<file path="src/rtl/button_event_arbiter_if.sv">
// Button/event bundle between the button event arbiter and its consumer side.
// The master modport is the arbiter; the slave modport is the consumer and button source.
interface button_event_arbiter_if #(
   parameter int unsigned N_BTN = 4
) ();
   logic [N_BTN-1:0] buttons;
   logic             ev_valid;
   logic [2:0]       ev_id;
   logic             ev_ready;
   logic [N_BTN-1:0] pending;
   logic [N_BTN-1:0] toggle_state;
   logic [7:0]       drop_count;

   modport master (
      input  buttons,
      input  ev_ready,
      output ev_valid,
      output ev_id,
      output pending,
      output toggle_state,
      output drop_count
   );

   modport slave (
      output buttons,
      output ev_ready,
      input  ev_valid,
      input  ev_id,
      input  pending,
      input  toggle_state,
      input  drop_count
   );
endinterface

</file>
<file path="src/rtl/button_event_arbiter.sv">
// Round-robin arbiter that turns button presses into one-at-a-time valid/ready events,
// keeping a pending flag and a toggle bit per button and counting lost presses.
// Optional input debouncing is enabled by defining BTN_DEBOUNCE_EN.
module button_event_arbiter #(
   parameter int unsigned N_BTN    = 4,
   parameter int unsigned TIMEOUT  = 15,
   parameter int unsigned DEBOUNCE = 4
) (
   input logic                   clk,
   input logic                   rst,
   button_event_arbiter_if.master bus
);

   typedef enum logic [0:0] {StIdle, StOffer} state_e;

   if (N_BTN < 2 || N_BTN > 8 || TIMEOUT < 1 || TIMEOUT > 255 ||
       DEBOUNCE < 1 || DEBOUNCE > 255) begin : g_bad_param
      $error("button_event_arbiter: parameter out of legal range");
   end

   state_e           r_state, w_state_nxt;
   logic [2:0]       r_ev_id, w_ev_id_nxt;
   logic [2:0]       r_ptr, w_ptr_nxt;
   logic [7:0]       r_timer, w_timer_nxt;
   logic [N_BTN-1:0] r_pending, w_pending_nxt;
   logic [N_BTN-1:0] r_toggle, w_toggle_nxt;
   logic [7:0]       r_drop, w_drop_nxt;
   logic [N_BTN-1:0] r_btn_q, r_btn_qq;
   logic [N_BTN-1:0] w_rise;
   logic             w_accept;
   logic             w_any_drop;
   logic             w_found;
   logic [2:0]       w_sel;
   logic [2:0]       w_id_inc;

`ifdef BTN_DEBOUNCE_EN
   logic [N_BTN-1:0][7:0] r_db_cnt;

   // Debounced sampling: adopt a new level only after it has persisted DEBOUNCE edges.
   always_ff @(posedge clk) begin
      if (rst) begin
         r_btn_q  <= '0;
         r_db_cnt <= '0;
      end else begin
         for (int i = 0; i < N_BTN; i++) begin
            if (bus.buttons[i] == r_btn_q[i]) begin
               r_db_cnt[i] <= 8'd0;
            end else if (r_db_cnt[i] == 8'(DEBOUNCE - 1)) begin
               r_btn_q[i]  <= bus.buttons[i];
               r_db_cnt[i] <= 8'd0;
            end else begin
               r_db_cnt[i] <= r_db_cnt[i] + 8'd1;
            end
         end
      end
   end
`else
   // Plain single-stage sampling of the raw button levels.
   always_ff @(posedge clk) begin
      if (rst) r_btn_q <= '0;
      else     r_btn_q <= bus.buttons;
   end
`endif

   // Delayed copy of the sampled levels for rising-edge detection.
   always_ff @(posedge clk) begin
      if (rst) r_btn_qq <= '0;
      else     r_btn_qq <= r_btn_q;
   end

   assign w_rise   = r_btn_q & ~r_btn_qq;
   assign w_id_inc = (r_ev_id == 3'(N_BTN - 1)) ? 3'd0 : r_ev_id + 3'd1;

   // Round-robin pick: first pending bit at or above ptr, else first one below it.
   always_comb begin
      w_found = 1'b0;
      w_sel   = 3'd0;
      for (int i = 0; i < N_BTN; i++) begin
         if (!w_found && r_pending[i] && (3'(i) >= r_ptr)) begin
            w_found = 1'b1;
            w_sel   = 3'(i);
         end
      end
      for (int i = 0; i < N_BTN; i++) begin
         if (!w_found && r_pending[i] && (3'(i) < r_ptr)) begin
            w_found = 1'b1;
            w_sel   = 3'(i);
         end
      end
   end

   // Offer FSM next state: accept, timeout withdraw, or keep waiting.
   always_comb begin
      w_state_nxt  = r_state;
      w_ev_id_nxt  = r_ev_id;
      w_ptr_nxt    = r_ptr;
      w_timer_nxt  = r_timer;
      w_toggle_nxt = r_toggle;
      w_accept     = 1'b0;
      unique case (r_state)
         StIdle: begin
            if (w_found) begin
               w_state_nxt = StOffer;
               w_ev_id_nxt = w_sel;
               w_timer_nxt = 8'd0;
            end
         end
         StOffer: begin
            if (bus.ev_ready) begin
               w_accept = 1'b1;
               for (int i = 0; i < N_BTN; i++) begin
                  if (r_ev_id == 3'(i)) w_toggle_nxt[i] = ~r_toggle[i];
               end
               w_ptr_nxt   = w_id_inc;
               w_state_nxt = StIdle;
            end else if (r_timer == 8'(TIMEOUT - 1)) begin
               w_ptr_nxt   = w_id_inc;
               w_state_nxt = StIdle;
            end else begin
               w_timer_nxt = r_timer + 8'd1;
            end
         end
         default: w_state_nxt = StIdle;
      endcase
   end

   // Pending flags and drop counter; a press coinciding with its own accept re-arms.
   always_comb begin
      w_pending_nxt = r_pending;
      w_any_drop    = 1'b0;
      for (int i = 0; i < N_BTN; i++) begin
         if (w_rise[i]) begin
            w_pending_nxt[i] = 1'b1;
            if (r_pending[i] && !(w_accept && (r_ev_id == 3'(i)))) w_any_drop = 1'b1;
         end else if (w_accept && (r_ev_id == 3'(i))) begin
            w_pending_nxt[i] = 1'b0;
         end
      end
      w_drop_nxt = (w_any_drop && (r_drop != 8'hFF)) ? r_drop + 8'd1 : r_drop;
   end

   // State register for the FSM and all arbitration bookkeeping.
   always_ff @(posedge clk) begin
      if (rst) begin
         r_state   <= StIdle;
         r_ev_id   <= 3'd0;
         r_ptr     <= 3'd0;
         r_timer   <= 8'd0;
         r_pending <= '0;
         r_toggle  <= '0;
         r_drop    <= 8'd0;
      end else begin
         r_state   <= w_state_nxt;
         r_ev_id   <= w_ev_id_nxt;
         r_ptr     <= w_ptr_nxt;
         r_timer   <= w_timer_nxt;
         r_pending <= w_pending_nxt;
         r_toggle  <= w_toggle_nxt;
         r_drop    <= w_drop_nxt;
      end
   end

   assign bus.ev_valid     = (r_state == StOffer);
   assign bus.ev_id        = r_ev_id;
   assign bus.pending      = r_pending;
   assign bus.toggle_state = r_toggle;
   assign bus.drop_count   = r_drop;

endmodule

</file>
<file path="src/flat_wrapper.sv">
// flat-port wrapper written by rule: the top's interface ports become plain ports
module button_event_arbiter_flat 
#(
   parameter int unsigned N_BTN    = 4,
   parameter int unsigned TIMEOUT  = 15,
   parameter int unsigned DEBOUNCE = 4
)
  (clk, rst, bus_buttons, bus_ev_ready, bus_ev_valid, bus_ev_id, bus_pending, bus_toggle_state, bus_drop_count);
  button_event_arbiter_if #(.N_BTN(N_BTN)) bus_i ();
  input logic clk;
  input logic rst;
  input wire logic [$bits(bus_i.buttons)-1:0] bus_buttons;
  input wire logic [$bits(bus_i.ev_ready)-1:0] bus_ev_ready;
  output wire logic [$bits(bus_i.ev_valid)-1:0] bus_ev_valid;
  output wire logic [$bits(bus_i.ev_id)-1:0] bus_ev_id;
  output wire logic [$bits(bus_i.pending)-1:0] bus_pending;
  output wire logic [$bits(bus_i.toggle_state)-1:0] bus_toggle_state;
  output wire logic [$bits(bus_i.drop_count)-1:0] bus_drop_count;
  assign bus_i.buttons = bus_buttons;
  assign bus_i.ev_ready = bus_ev_ready;
  assign bus_ev_valid = bus_i.ev_valid;
  assign bus_ev_id = bus_i.ev_id;
  assign bus_pending = bus_i.pending;
  assign bus_toggle_state = bus_i.toggle_state;
  assign bus_drop_count = bus_i.drop_count;
  button_event_arbiter #(.N_BTN(N_BTN), .TIMEOUT(TIMEOUT), .DEBOUNCE(DEBOUNCE)) u_core (.clk(clk), .rst(rst), .bus(bus_i));
endmodule
</file>
<file path="config.mk">
export PLATFORM = sky130hd
export DESIGN_NAME = button_event_arbiter_flat
export DESIGN_NICKNAME = d
export VERILOG_FILES = /design/src/rtl/button_event_arbiter_if.sv /design/src/rtl/button_event_arbiter.sv /design/src/flat_wrapper.sv
export SDC_FILE = /design/constraint.sdc
export NUM_CORES = 1
export LEC_CHECK = 0
export ABC_AREA = 0
export CELL_PAD_IN_SITES_DETAIL_PLACEMENT = 1
export CELL_PAD_IN_SITES_GLOBAL_PLACEMENT = 1
export CORE_MARGIN = 4
export CORE_UTILIZATION = 32
export CTS_BUF_LIST = sky130_fd_sc_hd__clkbuf_8
export CTS_CLUSTER_DIAMETER = 50
export DETAILED_ROUTE_END_ITERATION = 8
export PLACE_DENSITY = 0.64
export RECOVER_POWER = 25
export SLEW_MARGIN = 10
export SYNTH_ARGS = -nofsm -noshare
export SYNTH_HDL_FRONTEND = slang
export SYNTH_SLANG_ARGS = --single-unit
</file>
<file path="constraint.sdc">
create_clock -name clk -period 4.5 [get_ports clk]
set_clock_uncertainty 0.05 [all_clocks]
set_input_delay 0.9 -clock clk [delete_from_list [all_inputs] [get_ports clk]]
set_output_delay 0.9 -clock clk [all_outputs]
set_load 0.02 [all_outputs]
</file>
==> After elaboration in Yosys (flattened, before gate mapping) <==
Cells that the tools add are included.
{ "classes": {"n_addsub": 3, "n_lt_le_gt_ge": 8, "n_eq_ne": 8, "mux": 44, "bitwise": 7, "reduce_logical": 48} }
{ "op_table": {"columns": ["operator", "count"], "rows": [
  ["$mux 1", 30],
  ["$logic_and 1x1->1", 24],
  ["$mux 8", 3],
  ["$add 8x1->8 const B", 2],
  ["$pmux 8 s2", 1],
  ["$reduce_and 3->1", 5],
  ["$mux 2", 6],
  ["$logic_not 1->1", 11],
  ["$reduce_bool 2->1", 5],
  ["$mux 3", 3],
  ["$eq 8x4->1 const B", 1],
  ["$ne 8x8->1 const B", 1],
  ["$eq 3x2->1 const B", 2],
  ["$ge 1x3->1 const A", 2],
  ["$ge 2x3->1 const A", 2],
  ["$lt 1x3->1 const A", 2],
  ["$lt 2x3->1 const A", 2],
  ["$not 1->1", 5],
  ["$and 4x4->4", 1],
  ["$ne 2x2->1 const B", 2],
  ["$not 4->4", 1],
  ["$reduce_and 2->1", 2],
  ["$add 3x1->3 const B", 1],
  ["$eq 3x1->1 const B", 1],
  ["other kinds (3)", 3]
]} }
{ "word_totals": {"ff_bits": 39} }

==> Depth between registers and ports, before layout <==
{ "depth": {"ltp_word": 33, "ltp_mapped": 7, "depth_no_buf": 7} }

==> Worst setup path after synthesis <==
No wires, ideal clock.
{ "synth_path": {"kind": "input to register", "start": "input bus_ev_ready", "end": "register u_core.r_drop[1] (netlist: u_core.bus.drop_count[1])", "setup_ps": 128, "t_arrival_ps": 1923, "required_ps": 4322, "setup_slack_ps": 2399, "stages": 5, "path_buffers": 0, "path_cell_list": "nand3_1 -> a32o_1 -> o31ai_4 -> mux2i_1 -> nor2_1"} }
{ "synth_between": {"elab_chain_cells": 14} }
{ "synth_rtl": {"columns": ["element", "line_no", "rtl"], "rows": [
  ["from (decl)", "flat_wrapper.sv:13", "input wire logic [$bits(bus_i.ev_ready)-1:0] bus_ev_ready;"],
  ["$mux 1 *", "button_event_arbiter.sv:109", "if (bus.ev_ready) begin"],
  ["$mux 1 *", "button_event_arbiter.sv:100", "unique case (r_state)"],
  ["$logic_and 1x1->1", "button_event_arbiter.sv:134", "if (r_pending[i] && !(w_accept && (r_ev_id == 3'(i)))) w_any_drop = 1'b1;"],
  ["$logic_not 1->1", "button_event_arbiter.sv:134", null],
  ["$logic_and 1x1->1", "button_event_arbiter.sv:134", null],
  ["$mux 1", "button_event_arbiter.sv:134", null],
  ["$mux 1", "button_event_arbiter.sv:132", "if (w_rise[i]) begin"],
  ["$mux 1", "button_event_arbiter.sv:134", null],
  ["$mux 1", "button_event_arbiter.sv:132", null],
  ["$mux 1", "button_event_arbiter.sv:134", null],
  ["$mux 1", "button_event_arbiter.sv:132", null],
  ["$mux 1", "button_event_arbiter.sv:134", null],
  ["$mux 1 *", "button_event_arbiter.sv:132", null],
  ["$logic_and 1x1->1 *", "button_event_arbiter.sv:139", "w_drop_nxt = (w_any_drop && (r_drop != 8'hFF)) ? r_drop + 8'd1 : r_drop;"],
  ["to (signal assigned)", "button_event_arbiter.sv:159", "r_drop <= w_drop_nxt;"],
  ["to (decl)", "button_event_arbiter.sv:27", "logic [7:0] r_drop, w_drop_nxt;"]
]} }
Every way passes the cells marked *; elsewhere a longest branch is shown, timed or not.
A chain may end at the register's enable or synchronous reset.

==> Worst setup path after layout <==
Same ends and word-level chain as after synthesis.

==> metrics.txt <==
status=finished clean; DP Worst Slack=between 1.5 and 2 ns; CTS Buffer Depth=2; CP required=4.63 ns; post-DP HPWL=roughly 3100 µm; register area=approximately 740 µm²; EDFF count, synth=0; synthesized net count=around 190; multi-input logic area=about 860 µm²; DR vias=1373; row count=25; final WL=4000 µm; CTS tree=built; prevailing post-synth register cell=dfxtp_1; Yosys reg bits=37; Worst Setup Start Kind=input pin; reg2reg path depth=6; final antenna-violating net count=0; Worst Setup EP=u_core.bus.drop_count[1]; fin nets=221; worst-skew pair later-pin latency=roughly 0.28 ns; final RePlAce weighted congestion=0.7744; area fraction in compound gates after synthesis=16.05%; CP endpoint kind=register; initial antenna violation count=0; I/O pin total=27; worst-margin pin slew=0.7608 ns; die width=roughly 80 µm; crit path time final=2.649 ns; Final Hold Vio Count=0; # setup viols final=0; hold_buf cts=0; RSZ-0062 raised after global routing=no; post-CTS sizing=0; Post-CTS Setup Inserts=0; period utilization=approximately three fifths; Syn Area/Cell=between 9 and 10 µm²; Yosys cell types=43; setup slack, reg-to-reg=2.43 ns; Reg clk slew, reported paths=about 0.07 ns; total CTS buffers=5; Worst EP arrival=2.78 ns; Port Buffer Count=25; antenna cells=0; synthesized cell area=between 1500 and 2000 µm²; Starting DRT DRC Count=73; Worst Hold Class=reg2reg; setup TNS=0 ns; crit path launch=bus_ev_ready; vias in the first global route=~1500; drt drc=0; main combinational cell family by area after synthesis=simple AND/OR/NAND/NOR gates; post-synthesis adder-cell area fraction=5.323%; CP max FO=10; P_leak=approximately 0.00075 µW; grt total ovfl=0; GRT Util Overall=approximately 14%; detailed-router iteration count before antenna repair=4; Final Worst Setup Slack=between 1.5 and 2 ns; mux contribution to synthesized area=1.901%; core area=just under 5000 µm²; post-route insts no fill=approximately 270; # H-tree levels=2; Initial Util=33.94%; Routed wire per std cell=between 10 and 15 µm; Hold Worst Slack=roughly 0.41 ns; ys async rst share=0%; Sink Count=37; Ys Warns=0; hold wc startpoint=u_core.r_btn_q[2]; first-pass GRT wire length=roughly 7000 µm; kind of critical path=in2reg; Filler cells=571; power per cell area=~330 nW/µm²; Final Max Slew Viols=0; Max Cap Viol=0; Post-Syn Instances=180; Clock Tree Root=clkbuf_8; Simple-Gate Fraction of Synth Area=about a quarter; Max Fclk=between 0.3 and 0.4 GHz; die height=79.71 µm; dpl cells=between 200 and 300; die area=roughly 6400 µm²; largest net degree at the start of global routing=21; peak supply drop=0.1598 mV; Via density=between 5 and 6; R2R Path Start=u_core.r_timer[0]; register area share after synthesis=45.02%; slew margin rel.=49.12%; Area Growth Syn to Fin=23.57%; share of layout cells above drive strength 1=about 7.3%; Synth Area in XOR/XNOR=4.791%; r2r endpoint=u_core.r_timer[7]
-- critical path, stage by stage --
cell	delay, ns
clkdlybuf4s50_1	0.62
nand3_1	0.18
a32o_1	0.32
o31ai_4	0.46
mux2i_1	0.24
nor2_1	0.05
-- cells by family (layout without fill, tap and decap cells) --
kind of cell,after synthesis,after routing
AND/OR/NAND/NOR,72,72
AO/OA/AOI/OAI,40,40
flip-flops,37,37
buffers and inverters,11,37
XOR/XNOR,9,9
adder cells (fa/ha/maj),7,7
multiplexers,3,3
other,1,1
-- worst min-delay path by stage --
| stage | endpoint | slack (ns) | depth (start not counted) |
|---|---|---|---|
| 6_report | u_core.r_btn_qq[2] | 0.41 | 1 |
| 2_1_floorplan | u_core.r_btn_qq[0] | 0.38 | 1 |
| 5_1_grt | u_core.r_btn_qq[2] | 0.44 | 1 |
| 4_1_cts | u_core.r_btn_qq[2] | 0.42 | 1 |
| 3_5_place_dp | u_core.r_btn_qq[2] | 0.41 | 1 |
| 3_3_place_gp | u_core.r_btn_qq[3] | 0.39 | 1 |
-- Yosys cell counts, drive strengths merged (2+ instances only) --
| master | count | share of area [%] |
|---|---|---|
| o31ai | 2 | 1.7 |
| inv | 5 | 1.1 |
| nand3 | 8 | 2.7 |
| nor4 | 2 | 0.76 |
| and3 | 4 | 1.5 |
| clkbuf | 4 | 0.91 |
| or3 | 7 | 3.0 |
| and2 | 2 | 0.91 |
| a311oi | 3 | 2.0 |
| nor2 | 24 | 5.6 |
| buf | 2 | 0.76 |
| a21boi | 2 | 0.91 |
| xor2 | 9 | 4.8 |
| nand2 | 3 | 0.68 |
| dfxtp | 37 | 45 |
| o21ai | 12 | 3.7 |
| ha | 7 | 5.3 |
| mux2i | 2 | 1.2 |
| a21oi | 15 | 4.6 |
| nor2b | 13 | 4.9 |
| nand4 | 3 | 1.1 |
-- area by class of cell --
class	instances	share of cell area (%)
timing repair buffer	26	12.68
inverter	5	0.9231
multi-input combinational	132	42.22
tap	67	4.123
clock inverter	1	0.2462
sequential	37	36.43
clock buffer	5	3.385
-- placed cells by master, fill, tap and decap left out, drive strengths merged, types with 2 or more instances in the layout --
| cell | instances |
|---|---|
| clkdlybuf4s50 | 24 |
| o21ai | 12 |
| inv | 5 |
| nor4 | 2 |
| nor2 | 24 |
| nand2 | 3 |
| dfxtp | 37 |
| clkbuf | 5 |
| xor2 | 9 |
| a21boi | 2 |
| and3 | 4 |
| ha | 7 |
| nand3 | 8 |
| nor2b | 13 |
| and2 | 2 |
| o31ai | 2 |
| a21oi | 15 |
| a311oi | 3 |
| mux2i | 2 |
| nand4 | 3 |
| or3 | 7 |
-- routing by layer --
metal  vias to the layer above  part of all wire, %  GRT usage, %  wire length, µm
met5                         -                    0             0                0
met4                         0                  1.8         6.186               70
met3                         7                  5.5         4.740              219
met2                        26                   51         24.46             2034
met1                       660                   42         15.80             1675
li1                        680                    -             -                -
-- flip-flops by register name, indices dropped and copies added, names as in the netlist --
signal,count
u_core.bus.pending,4
u_core.r_ptr,2
u_core.r_btn_q,4
u_core.r_btn_qq,4
u_core.bus.drop_count,8
u_core.r_timer,8
u_core.bus.toggle_state,4
u_core.bus.ev_id,2
u_core.bus.ev_valid,1
-- stage by stage --
stage / power (µW) / utilization [%] / instance area (µm²)
after detailed placement: 465.3 / 40.41 / 1959
after CTS: 677.7 / 41.94 / 2033
after floorplan: 424.3 / - / 1645
after global routing: 707.3 / 41.94 / 2033
final: 667.9 / 41.94 / 2033
after global placement: 461.3 / 40.41 / 1959
-- power by group --
group / internal, µW / switching, µW / total (µW)
clock network: 102 / 109 / 211
registers: 342 / 18.3 / 360
logic: 42.7 / 53.9 / 96.6
total: 486 / 182 / 668
Power figures use the tool's default switching activity.
